==> src/rtl/fetch_pkg.sv <==
// Shared definitions for the instruction fetch controller: FSM states,
// the default machine-code width and the HALT opcode (all ones).
package fetch_pkg;

  localparam int unsigned FETCH_INSTR_W = 9;
  localparam logic [FETCH_INSTR_W-1:0] HALT_CODE = '1;

  typedef enum logic [1:0] {
    ST_IDLE,
    ST_FETCH,
    ST_DONE
  } fetch_state_e;

endpackage

==> src/rtl/fetch_perf_cnt.sv <==
// Saturating 16-bit event counters for the fetch controller: delivered
// instructions and decode back-pressure cycles. Cleared when a run starts.
module fetch_perf_cnt (
  input  logic        clk,
  input  logic        rst_n,
  input  logic        clear,
  input  logic        transfer,
  input  logic        stall,
  output logic [15:0] instr_cnt,
  output logic [15:0] stall_cnt
);

  always_ff @(posedge clk or negedge rst_n) begin
    if (!rst_n) begin
      instr_cnt <= '0;
      stall_cnt <= '0;
    end else if (clear) begin
      instr_cnt <= '0;
      stall_cnt <= '0;
    end else begin
      if (transfer && (instr_cnt != '1)) instr_cnt <= instr_cnt + 16'd1;
      if (stall && (stall_cnt != '1))    stall_cnt <= stall_cnt + 16'd1;
    end
  end

endmodule

==> src/rtl/fetch_ctrl.sv <==
// Instruction fetch controller: walks the ROM from address 0, hands instructions
// to decode over valid/ready, follows branch redirects and stops on HALT.
// Define FETCH_PERF_EN to add the instr_cnt/stall_cnt performance counters.
module fetch_ctrl
  import fetch_pkg::*;
#(
  parameter int unsigned D       = 12,
  parameter int unsigned INSTR_W = FETCH_INSTR_W
) (
  input  logic               clk,
  input  logic               rst_n,
  input  logic               start,
  output logic [D-1:0]       prog_ctr,
  input  logic [INSTR_W-1:0] mach_code,
  output logic [INSTR_W-1:0] instr,
  output logic [D-1:0]       instr_pc,
  output logic               instr_valid,
  input  logic               instr_ready,
  input  logic               br_taken,
  input  logic [D-1:0]       br_target,
`ifdef FETCH_PERF_EN
  output logic [15:0]        instr_cnt,
  output logic [15:0]        stall_cnt,
`endif
  output logic               done
);

  // HALT is all ones at whatever width the core is built with.
  localparam logic [INSTR_W-1:0] HaltWord = '1;

  fetch_state_e state_q, state_d;
  logic transfer, redirect, do_load, halt_hit, start_go;

  always_ff @(posedge clk or negedge rst_n) begin
    if (!rst_n) state_q <= ST_IDLE;
    else        state_q <= state_d;
  end

  always_comb begin
    state_d  = state_q;
    transfer = instr_valid && instr_ready;
    redirect = 1'b0;
    do_load  = 1'b0;
    halt_hit = 1'b0;
    start_go = 1'b0;
    case (state_q)
      ST_IDLE, ST_DONE: begin
        if (start) begin
          start_go = 1'b1;
          state_d  = ST_FETCH;
        end
      end
      ST_FETCH: begin
        // A redirect squashes this edge's sequential fetch, so it also masks HALT.
        redirect = transfer && br_taken;
        if (!redirect && (!instr_valid || instr_ready)) begin
          if (mach_code == HaltWord) begin
            halt_hit = 1'b1;
            state_d  = ST_DONE;
          end else begin
            do_load = 1'b1;
          end
        end
      end
      default: state_d = ST_IDLE;
    endcase
  end

  always_ff @(posedge clk or negedge rst_n) begin
    if (!rst_n) begin
      prog_ctr    <= '0;
      instr       <= '0;
      instr_pc    <= '0;
      instr_valid <= 1'b0;
      done        <= 1'b0;
    end else begin
      if (start_go) begin
        prog_ctr <= '0;
        done     <= 1'b0;
      end
      if (transfer) instr_valid <= 1'b0;
      if (redirect) prog_ctr <= br_target;
      if (halt_hit) done <= 1'b1;
      if (do_load) begin
        instr       <= mach_code;
        instr_pc    <= prog_ctr;
        instr_valid <= 1'b1;
        prog_ctr    <= prog_ctr + D'(1);
      end
    end
  end

`ifdef FETCH_PERF_EN
  fetch_perf_cnt u_perf (
    .clk      (clk),
    .rst_n    (rst_n),
    .clear    (start_go),
    .transfer (transfer),
    .stall    (instr_valid && !instr_ready),
    .instr_cnt(instr_cnt),
    .stall_cnt(stall_cnt)
  );
`endif

endmodule

==> config.mk <==
export PLATFORM = sky130hd
export DESIGN_NAME = fetch_ctrl
export DESIGN_NICKNAME = d
export VERILOG_FILES = /design/src/rtl/fetch_pkg.sv /design/src/rtl/fetch_perf_cnt.sv /design/src/rtl/fetch_ctrl.sv
export SDC_FILE = /design/constraint.sdc
export NUM_CORES = 1
export LEC_CHECK = 0
export ABC_AREA = 1
export CORE_MARGIN = 5
export CORE_UTILIZATION = 41
export CTS_CLUSTER_SIZE = 24
export DETAILED_ROUTE_END_ITERATION = 10
export PLACE_DENSITY = 0.74
export SYNTH_ARGS = -nofsm -noshare
export SYNTH_HDL_FRONTEND = slang
export SYNTH_SLANG_ARGS = --single-unit
export TNS_END_PERCENT = 50
==> constraint.sdc <==
create_clock -name clk -period 1.2 [get_ports clk]
set_input_delay 0.24 -clock clk [delete_from_list [all_inputs] [get_ports clk]]
set_output_delay 0.24 -clock clk [all_outputs]
set_load 0.03 [all_outputs]
* Word-level counts from Yosys, hierarchy flattened
Cells that the tools add are included.
Storage, ports and cells: register bits 37, input bits 26, output and inout bits 35, word-level logic and storage cells 45
Operators by class: add/subtract/negate cells 1, equality and inequality tests 6, multiplexer cells 20, reductions and logical operators 12
Operators by type and width (count):
- $mux W12 | 3
- $mux W1 | 13
- $add A12 B1 Y12 const B | 1
- $eq A9 B9 Y1 const B | 1
- $mux W2 | 3
- $ne A2 B2 Y1 const B | 3
- $pmux W2 S2 | 1
- $reduce_bool A2 Y1 | 2
- $logic_and A1 B1 Y1 | 3
- $reduce_and A3 Y1 | 1
- $reduce_bool A3 Y1 | 1
- $eq A2 B1 Y1 const B | 1
- $eq A2 B2 Y1 const B | 1
- $logic_not A1 Y1 | 2
- $logic_not A2 Y1 | 1
- $reduce_or A2 Y1 | 1
- $logic_or A1 B1 Y1 | 1

* Longest topological paths before layout
word-level depth 7, mapped depth 8

* Least setup slack after synthesis
No wires, ideal clock.
path kind register to register, start point reg prog_ctr[1], end point reg prog_ctr[8], setup time 0.126 ns, arrival time 1.342 ns, data required time 1.074 ns, setup slack -0.268 ns, cell stages (with the launch flop) 9, path buffers 0, clock period less this slack 1.468 ns, cells stage by stage dfrtp_1 > ha_1 > nand3_2 > nor2_4 > nand2_1 > nand2_1 > nand2_1 > nand2_1 > nand3_1
Between the ends: cells in the longest elaborated chain, start to end 2
RTL lines:
- start: declaration | line fetch_ctrl.sv:13 | output logic [D-1:0] prog_ctr,
- start signal: assignment | line fetch_ctrl.sv:82 | if (redirect) prog_ctr <= br_target;
- start signal: assignment | line fetch_ctrl.sv:88 | prog_ctr <= prog_ctr + D'(1);
- $add A12 B1 Y12 | line fetch_ctrl.sv:88
- $mux W12 | line fetch_ctrl.sv:84 | if (do_load) begin
No other way between the ends. A chain may end at the register's enable or synchronous reset.

* Worst setup path after layout
start point reg prog_ctr[0], end point reg prog_ctr[10]
Same word-level chain as after synthesis.

==> run summary <==
The number of buffers created by CTS came out at 5. The run finished, with violations left. The post-layout minimum cycle time is 1290 ps.

In the routed design, unresolved DRC markers number 0. The number of optimization iterations in the first detailed-route pass is 4. The height of the die is 76.7 um.

Of the total power, the share spent switching nets is 0.448. The number of max-cap violations is 0. The die area came out at 0.00588 mm2. In the final layout, the share of cells above drive strength 1 is 0.470. The worst setup path is of the register to register kind. The maximum clock insertion buffer count is 2. The worst setup slack before clock tree synthesis came out at -442 ps. The final reports fail on setup timing. The nature of the critical path startpoint is a register. The initial antenna violation count came out at 0. The count of buffers added on input and output ports is 60.

The net load switching power is 0.00396 W. Entering global routing, the biggest net connects 38 pins. The final layout net count came out at 364. The congestion estimate from routability-driven global placement came to 0.833. The final-report hold violation count is 0.

The final HPWL from detailed placement came out at 3440 um. The source-to-sink clock delay at the later pin of the worst-skew pair is 290 ps. Of the available clock period, the critical path in the final layout requires 1.08. The mapped cell area is 0.00182 mm2. At the pin with the least slew margin, the transition time is 281 ps. The most frequent standard cell in the layout excluding fill and tap cells is sky130_fd_sc_hd__nand2_1. STA classifies the critical path endpoint as a register. The final instance area is 0.00330 mm2. The number of synthesized register bits came out at 37. The power share of the sequential group came out at 0.252. The number of slew-limit violations in the final report is 0. TritonCTS built the clock tree. 0 antenna diodes ended up in the layout. The total wire length came out at 6320 um.

The worst-case clock skew came out at 5.50 ps. Based on the critical path, the design can be clocked at up to 774 MHz. The synthesized instance count is 230. The first global-routing pass estimated 9290 um of wire. In this run the power density over the cells is 2670 mW/mm2.

Pin placement for this block handled 61 I/O pins. The internal power of the cells totals 0.00487 W. The global routing usage summed across all routing layers came out at 0.196. Setup repair after global routing could not meet its margin everywhere. The combinational fraction of design power came out at 0.639. The number of H-tree levels came out at 2. Summing all placed instances gives a cell area of 0.00259 mm2. The non-filler instance count after layout came out at 390. The arrival time at the worst endpoint came out at 1470 ps.

The path class of the tightest hold or removal check is input pin to register. STA puts the critical path data required time at 1380 ps. The initial detailed-routing violation count is 163. The final design utilization came out at 0.764. The total of warnings raised by yosys came out at 0. In this run the horizontal extent of the chip is 76.7 um. The initial core utilization is 0.422.

The count of nets left with antenna violations once routing finished came out at 0. The initialized floorplan defines 24 standard-cell rows. The layout overhead on the synthesized area is 81.3%.

The analysis attributes to cell leakage a power of 1.69 nW. The part of the Yosys area used for sequential elements is 0.508. The final worst hold slack came out at 294 ps. Counting every net in the synthesized netlist gives 257. The number of setup violations in the final report came out at 36. The total area inside the core boundary comes to 0.00432 mm2. The worst supply voltage drop on vdd is 1.39 mV. The TritonCTS sink count is 37. The worst-path maximum fanout came out at 5.

Leaving out fill and tap cells, the most frequent cells in the layout are 78 x sky130_fd_sc_hd__nand2_1, 46 x sky130_fd_sc_hd__buf_4, 32 x sky130_fd_sc_hd__dfrtp_1, 25 x sky130_fd_sc_hd__buf_6, 17 x sky130_fd_sc_hd__nand2_2. CTS placed an instance of sky130_fd_sc_hd__clkbuf_8 at the clock tree root. The number of global-route vias before repair came out at 2022. Global routing finished with a remaining overflow of 0.

Measured against its own limit, the worst slew margin works out to 0.812. The unique cell type count in the Yosys netlist came out at 20. The share of total power dissipated in the clock network is 0.109. In the routed layout, each cell is associated on average with a via count of 5.18. The detail-routed net length per standard cell came out at 16.2 um.

The number of placed instances, taps included, is 360. The final worst-path setup slack came out at -92.8 ps. The average instance in the mapped netlist occupies 7.93 um2. The layout filler cell count came out at 284. After clock tree synthesis, the clock-pin slew on the worst setup and hold paths is 70 ps.

The number of vias after detailed routing is 2020.
## cells in the mapped netlist
master / count / share of area
sky130_fd_sc_hd__dfrtp_1: 37 / 0.51
sky130_fd_sc_hd__nor2_4: 1 / 0.0062
sky130_fd_sc_hd__nand3_1: 29 / 0.080
sky130_fd_sc_hd__buf_2: 2 / 0.0055
sky130_fd_sc_hd__inv_1: 18 / 0.037
sky130_fd_sc_hd__o31ai_1: 1 / 0.0041
sky130_fd_sc_hd__nand4_1: 1 / 0.0034
sky130_fd_sc_hd__xor2_1: 5 / 0.024
sky130_fd_sc_hd__o21ai_2: 1 / 0.0048
sky130_fd_sc_hd__inv_4: 1 / 0.0034
sky130_fd_sc_hd__nand3_2: 3 / 0.016
sky130_fd_sc_hd__ha_1: 1 / 0.0069
sky130_fd_sc_hd__nor2_2: 2 / 0.0069
sky130_fd_sc_hd__buf_6: 2 / 0.012
sky130_fd_sc_hd__nor2_1: 9 / 0.019
sky130_fd_sc_hd__o21ai_0: 1 / 0.0027
sky130_fd_sc_hd__nand3_4: 1 / 0.0096
sky130_fd_sc_hd__buf_4: 4 / 0.016
sky130_fd_sc_hd__nand2_1: 103 / 0.21
sky130_fd_sc_hd__o21ai_1: 8 / 0.022
## layer usage
| metal | vias up | global-route usage | routed length, um |
|---|---|---|---|
| met5 | - | 0 | 0 |
| met2 | 89 | 0.337 | 3390 |
| met3 | 17 | 0.0562 | 430 |
| met1 | 979 | 0.222 | 2380 |
| li1 | 935 | - | - |
| met4 | 0 | 0.0944 | 119 |
## power by group through the flow
stage | Clock (W) | Combinational [W] | Sequential, W
2_1_floorplan | 0 | 0.00122 | 0.00322
3_3_place_gp | 0 | 0.00386 | 0.00218
3_5_place_dp | 0 | 0.00391 | 0.00220
4_1_cts | 0.000982 | 0.00487 | 0.00214
5_1_grt | 0.00102 | 0.00600 | 0.00231
6_report | 0.000964 | 0.00564 | 0.00223
## area by class of cell
cell class	instances	area, um2	share of cell area
timing repair buffer	108	1100	0.332
tap	52	65.1	0.0197
sequential	37	932	0.282
clock inverter	1	5.00	0.00151
clock buffer	7	96.3	0.0292
multi-input combinational	166	1030	0.310
inverter	19	83.8	0.0254
## critical path: stages, from the launching register on
cell	delay, ps
sky130_fd_sc_hd__dfrtp_2	420
sky130_fd_sc_hd__ha_4	170
sky130_fd_sc_hd__nand3_4	80
sky130_fd_sc_hd__nor2_4	170
sky130_fd_sc_hd__nand2_1	70
sky130_fd_sc_hd__nand2_1	70
sky130_fd_sc_hd__nand2_1	70
sky130_fd_sc_hd__nand2_1	60
sky130_fd_sc_hd__nand3_1	60
## final timing paths
kind                               from      endpoint  slack [ps]  depth (start not counted)
min in group asynchronous         rst_n    state_q[0]         430                          3
setup / recovery            prog_ctr[0]  prog_ctr[10]         -90                          8
hold / removal             mach_code[0]      instr[0]         290                          3
hold reg to reg                instr[7]      instr[7]         480                          2
max in group asynchronous         rst_n      instr[4]         560                          3
setup reg to reg            prog_ctr[0]  prog_ctr[10]         -90                          8
## metrics by stage
stage	total power (W)	TNS (ps)
2_1_floorplan	0.00444	-396
3_3_place_gp	0.00604	-13660
3_5_place_dp	0.00611	-14670
4_1_cts	0.00799	-362
5_1_grt	0.00933	-3840
6_report	0.00883	-1310
## cells by family (layout without fill, tap and decap cells)
family | Yosys count | count (layout) | share of synthesized area
and+or+nand+nor | 149 | 149 | 0.353
DFF | 37 | 37 | 0.508
buffers and inverters | 27 | 135 | 0.0748
AOI/OAI and AO/OA | 11 | 11 | 0.0336
xor gates and xnor gates | 5 | 5 | 0.0240
adders and majority gates | 1 | 1 | 0.00686
## sequential cells by signal, summed over array words and instances, names as in the netlist
signal / flops
instr_valid: 1
done: 1
instr_pc: 12
instr: 9
state_q: 2
prog_ctr: 12
## what timing repair did
action | 4_1_cts | 5_1_grt
resized for setup | 55 | 63
setup endpoints to repair | 47 | 44
pin swaps | 12 | 9
cloned | 2 | 2
hold endpoints to repair | 37 | 0
hold buffers | 1 | 0
setup buffers | 17 | 2
No activity file was read; power rests on OpenSTA's default activity.
